==> src/rtl/checker_channel.sv <==
// One scoring channel of the result checker: expected-value RAM, a
// saturating result index, and the compare that yields match/overflow
// strobes for the current result.
module checker_channel #(
  parameter int DATA_W = 8,
  parameter int DEPTH  = 8,
  parameter int ADDR_W = 3,
  parameter int IDX_W  = 4
) (
  input  logic              clock,
  input  logic              reset,
  input  logic              clear,
  input  logic              wr_en,
  input  logic [ADDR_W-1:0] wr_addr,
  input  logic [DATA_W-1:0] wr_data,
  input  logic              score,
  input  logic [DATA_W-1:0] act,
  output logic              match,
  output logic              overflow_hit,
  output logic [IDX_W-1:0]  idx,
  output logic [DATA_W-1:0] exp_data
);

  localparam int LA_W = (DEPTH > 1) ? $clog2(DEPTH) : 1;

  logic [DATA_W-1:0] mem [0:(2**LA_W)-1];
  logic              at_end;

  assign at_end = (idx == IDX_W'(DEPTH));

  // Expected memory has no reset so a loaded program survives a reset.
  always_ff @(posedge clock) begin
    if (wr_en && (int'(wr_addr) < DEPTH)) begin
      mem[wr_addr[LA_W-1:0]] <= wr_data;
    end
  end

  // Result index: cleared per run, saturates at DEPTH instead of wrapping.
  always_ff @(posedge clock or posedge reset) begin
    if (reset) begin
      idx <= '0;
    end else if (clear) begin
      idx <= '0;
    end else if (score && !at_end) begin
      idx <= idx + 1'b1;
    end
  end

  assign exp_data     = at_end ? '0 : mem[idx[LA_W-1:0]];
  assign match        = score && !at_end && (act == exp_data);
  assign overflow_hit = score && at_end;

endmodule

==> config.mk <==
export PLATFORM = sky130hd
export DESIGN_NAME = checker_channel
export DESIGN_NICKNAME = d
export VERILOG_FILES = /design/src/rtl/checker_channel.sv
export SDC_FILE = /design/constraint.sdc
export NUM_CORES = 1
export LEC_CHECK = 0
export CAP_MARGIN = 0
export CORE_MARGIN = 2
export CORE_UTILIZATION = 32
export DETAILED_ROUTE_END_ITERATION = 7
export SLEW_MARGIN = 5
export SYNTH_ARGS = -nofsm -noshare
export SYNTH_HDL_FRONTEND = slang
export SYNTH_SLANG_ARGS = --single-unit
==> constraint.sdc <==
create_clock -name clock -period 3.7 [get_ports clock]
set_input_delay 0.74 -clock clock [delete_from_list [all_inputs] [get_ports clock]]
set_output_delay 0.74 -clock clock [all_outputs]
set_load 0.05 [all_outputs]
Word-level counts from Yosys, hierarchy flattened:

Memory sizes are Yosys's and may differ from the RTL's.
Index checks and enable logic that the tools add are counted.

* register bits after elaboration: 4
* bits in latches: 0
* bits in writable memories: 64
* bits in read-only memories: 0
* input port bits: 24
* output and inout port bits: 14
* word-level logic and storage cells: 15
* memories kept: 1

* add/sub/neg operators: 1
* multipliers: 0
* div/mod/pow operators: 0
* order comparisons: 0
* equality and inequality tests: 2
* shift-type cells: 0
* mux-type cells: 5
* bitwise logic cells: 0
* reductions and logical operators: 5

Memories
* mem: depth 8, bits a word 8, rd ports 1, clocked after memory_dff 0, write ports 1, RTL line 26 `logic [DATA_W-1:0] mem [0:(2**LA_W)-1];`

Operator list (count)
* == test 8 bit: 1
* 2-to-1 mux 4 bit: 2
* 2-to-1 mux 8 bit: 1
* adder 4 x 1 -> 4 bit, second input constant: 1
* == test 4 bit, second input constant: 1
* logical AND 1 bit: 3
* 2-to-1 mux 1 bit: 2
* nonzero test 2 bit: 1
* zero test 1 bit: 1

Logic depth before layout (Yosys ltp):

Gate-level depths: netlist of run 1.

* depth in word-level cells: 5
* mapped depth: 10

Worst setup path before layout of run 1:

OpenSTA, ideal clock, no wires.

* path type: flip-flop to output port
* start: reg idx[1]
* end: out match
* data arrival time: 3.839 ns
* path slack: -0.879 ns
* stages on the path, launching flop included: 11
* path buffers: 2
* path through: dfrtp_1 > buf_6 > buf_2 > inv_1 > ha_1 > nand2_1 > nand3b_2 > o211ai_1 > xnor2_1 > nand4_1 > nor4_2

* cells in the longest elaborated chain, start to end: 4

Ends and longest elaborated chain
* start, declared: RTL line 20 `output logic [IDX_W-1:0] idx,`
* start signal, assigned: RTL line 45 `idx <= idx + 1'b1;`
* memory (8 x 8 bit) or == test 4 bit (tied branches)
* 2-to-1 mux 8 bit (*): RTL line 49 `assign exp_data = at_end ? '0 : mem[idx[LA_W-1:0]];`
* named net exp_data[3]: RTL line 21 `output logic [DATA_W-1:0] exp_data`
* == test 8 bit (*): RTL line 50 `assign match = score && !at_end && (act == exp_data);`
* logical AND 1 bit (*): RTL line 50
* end, declared: RTL line 18 `output logic match,`

Mark *: on every way through the listed nets, which the timed path passes. The rest lies on a longest branch.

Final worst setup path of run 1:

* start: reg idx[0]
* end: out match

* cells in the longest elaborated chain, start to end: 4

Ends and longest elaborated chain (RTL line)
* memory (8 x 8 bit) or == test 4 bit (tied branches)
* 2-to-1 mux 8 bit or zero test 1 bit (tied branches): 49, 50
* == test 8 bit or logical AND 1 bit (tied branches): 50
* logical AND 1 bit (*): 50

Mark *: on every way between the ends. The rest lies on a longest branch, timed or not.

==> results of run 1 <==
synthesized netlist by cell type, types with 2 or more instances:
master	instances	area, um2
edfxtp_1	64	1920
mux2i_1	25	250
nor2_1	12	45.0
nand2_1	11	41.3
xnor2_1	9	78.8
o22a_1	7	61.3
mux2_2	5	56.3
o211ai_2	5	62.6
dfrtp_1	4	100
inv_1	4	15.0
nand2b_1	4	25.0
mux2_4	3	45.0
buf_6	2	22.5
ha_1	2	25.0
nand4_1	2	12.5
nor3_1	2	10.0
o211ai_1	2	15.0
xor2_1	2	17.5
sequential cells by signal, summed over array words and instances, names as in the netlist:
name	cells
mem	64
idx	4
power breakdown:
group          internal [mW]  leakage [nW]  switching, mW
registers              0.868         0.633        0.00978
clock network          0.379         0.102          0.275
logic                  0.112         0.468          0.157
worst register-to-register path, stage by stage, from the launching register on:
cell and delay, ps:
dfrtp_2 470, inv_1 160, ha_4 180, nand2_4 60
o21ai_1 440, nor2_1 120, xnor2_1 160, nor2_1 50
cells by family after synthesis:
| family | after synthesis |
|---|---|
| XOR/XNOR | 11 |
| flip-flops | 68 |
| adder cells (fa/ha/maj) | 2 |
| multiplexers | 33 |
| AND/OR/NAND/NOR | 35 |
| AO/OA/AOI/OAI | 18 |
| buffers and inverters | 10 |
cell type report:
cell class,count,area [um2],share of cell area
clock buffer,10,128,0.0347
clock inverter,6,88.8,0.0242
inverter,4,17.5,0.00477
multi-input combinational,99,852,0.232
sequential,68,2020,0.551
tap,108,135,0.0368
timing repair buffer,41,428,0.116
worst max path at each step:
stage	slack [ps]	cells after the start	end	from
global placement	600	3	overflow_hit	score
floorplan	-210	10	match	idx[1]
detailed placement	550	10	match	idx[0]
global route	40	10	match	idx[0]
CTS	160	10	match	idx[0]
finish	170	10	match	idx[0]
layer usage:
metal  track usage  wire length (um)  vias up  part of all wire
li1              -                 -      763                 -
met1         0.162              2770      779              0.47
met2         0.195              2770       39              0.47
met3        0.0337               297        9             0.050
met4        0.0569               100        0             0.017
met5             0                 0        -                 0
per-stage QoR:
stage	power, mW	setup WS, ps	utilization
after floorplan	1.07	-206	-
after global placement	1.17	600	0.394
after detailed placement	1.17	545	0.394
after CTS	1.82	162	0.419
after global routing	1.87	40.5	0.419
final	1.80	173	0.419
==> reports/results.tsv, run 1 <==
stage	metric	value	unit
worst_setup_path	crit_family	simple AND/OR/NAND/NOR gates	
timing	rsz0062_at_grt	no	
cells_and_area	final_cells	336	
cts	clkSinkCount	68	
drt	vias	1590	
placement	dpl_cell_area	3460	um2
synth	yosysSeqAreaShare	0.695	
cts	ctsResizeCount	0	
cts	clockBufferDepth	2	
synth	ys_warn_count	0	
placement	hpwl	3970	um
synth	synth-compound-area-share	0.0590	
cts	cts_made_buffers	9	
drt	wl_per_cell	17.7	um
worst_setup_path	crit_path_end_kind	output port	
synth	synth_top_family_by_area	multiplexers	
synth	synthArstFlopShare	0.0588	
drt	routed_via_density	4.73	
outcome	outcome	finished clean	
worst_setup_path	r2r_start	idx[0]	
placement	place.gp.congestion	0.716	
synth	synth_edf_count	64	
worst_setup_path	worst-setup-path-type	reg -> out	
cells_and_area	insertedDiodeCount	0	
cells_and_area	mostFrequentLayoutCells	edfxtp_1, clkdlybuf4s50_1, mux2i_1	
floorplan	initial_core_util	0.332	
drt	ant_nets	0	
worst_setup_path	start_kind	flop	
floorplan	dieArea	9870	um2
timing	timing.final.crit_share	0.953	
cells_and_area	stdcell_area	3670	um2
synth	syn-cell-area	2910	um2
placement	dp.cells	320	
timing	finClkSkew	3.43	ps
global_routing	grt_pass1_wl	8930	um
timing	max_freq	0.284	GHz
floorplan	die_x	99.3	um
timing	setup_viol	0	
timing	final-hold-violation-count	0	
global_routing	grt_max_degree	37	
cells_and_area	final_common_cell	edfxtp_1	
timing	period_needed	3530	ps
worst_setup_path	cp_max_fo	8	
worst_setup_path	r2r_cells	7	
synth	postSynthAreaPerCell	16.4	um2
global_routing	first_global_vias	1619	
global_routing	gr-total-overflow	0	
worst_setup_path	reg2reg_to	idx[2]	
synth	synthXorXnorAreaFrac	0.0331	
timing	setup_tns	0	ps
pwr	max-vdd-ir-drop	178	uV
timing	max_slew.worst_pin.slew	1010	ps
timing	fin_worst_hold_slack	584	ps
synth	ys_types	30	
drt	drc_errors	0	
synth	synth_simple_gate_area_frac	0.0585	
timing	maxSlewViolCount	0	
timing	slew_headroom	0.324	
run	maxCapViolCount	0	
cts	cts_tree	yes	
worst_setup_path	r2r_slack	1940	ps
placement	numPortBuffers	37	
synth	netlist_instances	177	
worst_setup_path	cpMaxStageDelayCell	dfrtp_2	
cts	clock_latency	330	ps
cts	cts_setup_buffers	0	
global_routing	antenna_found_initial	0	
drt	firstDrtPassIters	4	
synth	synth_nets	203	
drt	wl	5940	um
synth	synthFlopType	edfxtp_1	
floorplan	num_rows	34	
synth	ys_ff_latch	68	
floorplan	core	8760	um2
worst_setup_path	cp_num_buf_inv	3	
floorplan	die_h	99.3	um
hold_path	hold_class	in -> async	
pwr	p_per_area	491	nW/um2
cells_and_area	final_nets	249	
drt	drt_iter0_drc	78	
synth	muxShareOfSynthArea	0.121	
synth	synth_fa_ha_area_frac	0.00861	
cells_and_area	nFillCells	818	
cts	clock-root-buffer	clkbuf_8	
cts	hold_buffers	0	
worst_setup_path	crit_arrival	2790	ps
cells_and_area	area_growth	26.3	%
pwr	leakage	1.20	nW
worst_setup_path	cp.required	2960	ps
worst_setup_path	crit_chain	inv_1 > ha_4 > a211oi_2 > buf_4 > nand2_1 > o211ai_1 > xnor2_1 > nand4_1 > nor4_4 > buf_12	
cells_and_area	layout-drive-gt1-share	0.215	
worst_setup_path	cp_slowest_stage_delay	460	ps
cts	htree_levels	3	
global_routing	grt_usage	0.124	
floorplan	num_io_pins	38	
cts	clk_pin_slew_worst_paths	70	ps
Power figures use the tool's default switching activity.
==> inputs of run 2 (changes only) <==
--- a/config.mk
+++ b/config.mk
@@ -7,8 +7,9 @@
 export LEC_CHECK = 0
 export CAP_MARGIN = 0
 export CORE_MARGIN = 2
-export CORE_UTILIZATION = 32
+export CORE_UTILIZATION = 48
 export DETAILED_ROUTE_END_ITERATION = 7
+export PLACE_DENSITY = 0.71
 export SLEW_MARGIN = 5
 export SYNTH_ARGS = -nofsm -noshare
 export SYNTH_HDL_FRONTEND = slang
==> constraint.sdc (replaced) <==
create_clock -name clock -period 3.7 [get_ports clock]
set_input_delay 0.74 -clock clock [delete_from_list [all_inputs] [get_ports clock]]
set_output_delay 0.74 -clock clock [all_outputs]
set_load 0.1 [all_outputs]
==> run 2 against run 1 <==
Against the previous run:
- flip-flop and latch count unchanged
- setup slack got worse by 38 ps
- sequential power about the same
- power decreased by 1.0%
- non-clock buffer count increased by 3
- sequential share of layout area increased by 0.96 points
- count of clock-buffer cells in the layout increased by 4
- clock power decreased by 12%
- critical path depth decreased by 1
- largest power group unchanged
==> reports/results.tsv, run 2 (same netlist as run 1, synthesis figures left out) <==
stage	metric	value	unit	change
drt	wl	5810	um	-2.2%
cts	clk_pin_slew_worst_paths	70	ps	about the same
placement	dpl_cell_area	3400	um2	-1.6%
cells_and_area	nFillCells	436		-47%
drt	firstDrtPassIters	4		unchanged
worst_setup_path	cp.required	2960	ps	about the same
drt	ant_nets	0		unchanged
cts	clock-root-buffer	clkbuf_8		
timing	final-hold-violation-count	0		unchanged
global_routing	first_global_vias	1665		+2.8%
cells_and_area	fin_util	0.615		+0.196
cells_and_area	area_growth	24.5	%	
drt	wl_per_cell	19.0	um	+7.4%
cells_and_area	multi_input_area	860	um2	+0.88%
timing	max_freq	0.281	GHz	-1.1%
cts	clkSinkCount	68		unchanged
cells_and_area	insertedDiodeCount	0		unchanged
cells_and_area	final_nets	252		+1.2%
worst_setup_path	crit_path_end_kind	output port		
floorplan	initial_core_util	0.494		+0.162
cts	cts_tree	yes		
timing	maxSlewViolCount	0		unchanged
cts	hold_buffers	0		unchanged
global_routing	gr-total-overflow	0		unchanged
worst_setup_path	cp-startpoint	idx[0]		
cells_and_area	seqCellArea	2030	um2	+0.25%
worst_setup_path	start_kind	flop		
global_routing	grt_usage	0.191		+0.0664
worst_setup_path	r2r_cells	7		unchanged
global_routing	grt_util_met3	0.0462		+0.0124
worst_setup_path	crit_arrival	2820	ps	+30 ps
timing	timing.final.crit_share	0.963		+0.0102
pwr	power.total	1.78	mW	-1.0%
run	maxCapViolCount	0		unchanged
cts	clock_latency	340	ps	about the same
outcome	outcome	finished clean		
drt	drc_errors	0		unchanged
global_routing	use_met1	0.234		+0.0723
global_routing	met2_usage	0.326		+0.131
global_routing	grt_max_degree	21		-43%
timing	rsz0062_at_grt	no		
drt	routed_via_density	5.38		+14%
global_routing	grt-busiest-layer	met2		
cts	clockBufferDepth	2		unchanged
floorplan	die_x	81.8	um	-18%
timing	finClkSkew	1.79	ps	-1.64 ps
worst_setup_path	worst-setup-path-type	reg -> out		
drt	vias	1645		+3.5%
placement	place.gp.congestion	0.741		+3.5%
cells_and_area	final_common_cell	edfxtp_1		
pwr	p_per_area	493	nW/um2	+0.48%
floorplan	num_io_pins	38		unchanged
floorplan	core	5890	um2	-33%
timing	max_slew.worst_pin.slew	976	ps	-34.2 ps
global_routing	antenna_found_initial	0		unchanged
floorplan	num_rows	28		-18%
timing	setup_viol	0		unchanged
timing	setup_tns	0	ps	unchanged
worst_setup_path	cp_max_fo	8		unchanged
placement	numPortBuffers	37		unchanged
worst_setup_path	r2r_start	idx[0]		
drt	drt_iter0_drc	114		+46%
global_routing	grt_pass1_wl	8710	um	-2.5%
hold_path	hold_class	in -> async		
timing	slew_headroom	0.347		+0.0229
cells_and_area	largest_reg_flops	64		unchanged
cts	cts_made_buffers	9		unchanged
floorplan	dieArea	6700	um2	-32%
pwr	max-vdd-ir-drop	239	uV	+34%
timing	fin_worst_hold_slack	597	ps	+12.7 ps
cells_and_area	stdcell_area	3620	um2	-1.5%
floorplan	die_h	81.8	um	-18%
cells_and_area	layout-drive-gt1-share	0.216		+0.00154
pwr	leakage	1.21	nW	+0.75%
cts	htree_levels	3		unchanged
cells_and_area	mostFrequentLayoutCells	edfxtp_1, clkdlybuf4s50_1, mux2i_1		
placement	hpwl	3960	um	-0.14%
timing	period_needed	3560	ps	+37.7 ps
run 2: where the power goes:
| group | switching (mW) | internal, mW | total [mW] | leakage (nW) |
|---|---|---|---|---|
| clock network | 0.247 | 0.329 | 0.576 | 0.0923 |
| logic | 0.213 | 0.114 | 0.327 | 0.488 |
| registers | 0.0113 | 0.870 | 0.881 | 0.632 |
run 2: worst max-delay path, stage by stage (launching register included):
cell      delay (ps)
dfrtp_4          490
inv_1            120
ha_4             190
a211oi_4         360
nand2_1          100
o211ai_1         210
xnor2_1          200
nand4_1          220
nor4_4           370
buf_12           220
run 2: path summary, 6_finish.rpt:
path                           to  slack (ps)
setup / recovery            match         140
hold / removal             idx[2]         600
setup reg to reg           idx[2]        1890
hold reg to reg            idx[3]         740
max in group asynchronous  idx[0]        2930
min in group clock         idx[3]         740
run 2: timing repair:
action	4_1_cts	5_1_grt
pin swaps	0	1
endpoints found under the setup margin	1	1
gates resized for setup	1	0
buffers inserted	0	3
run 2: final cells by class:
cell class	count	area share
Inverter	4	0.00484
Clock inverter	2	0.00933
Timing Repair Buffer	44	0.120
Sequential cell	68	0.561
Tap cell	75	0.0259
Clock buffer	14	0.0422
Multi-Input combinational cell	99	0.237
run 2: per-stage QoR:
stage,setup WS [ps],cells
6_report,135,306
5_1_grt,11.8,306
4_1_cts,54.7,303
3_5_place_dp,336,287
3_3_place_gp,340,287
2_1_floorplan,-1460,177
run 2: layer usage:
metal	wire length (um)	vias up
met5	0	-
met4	80	0
met3	303	10
met2	3060	53
met1	2370	807
li1	-	775
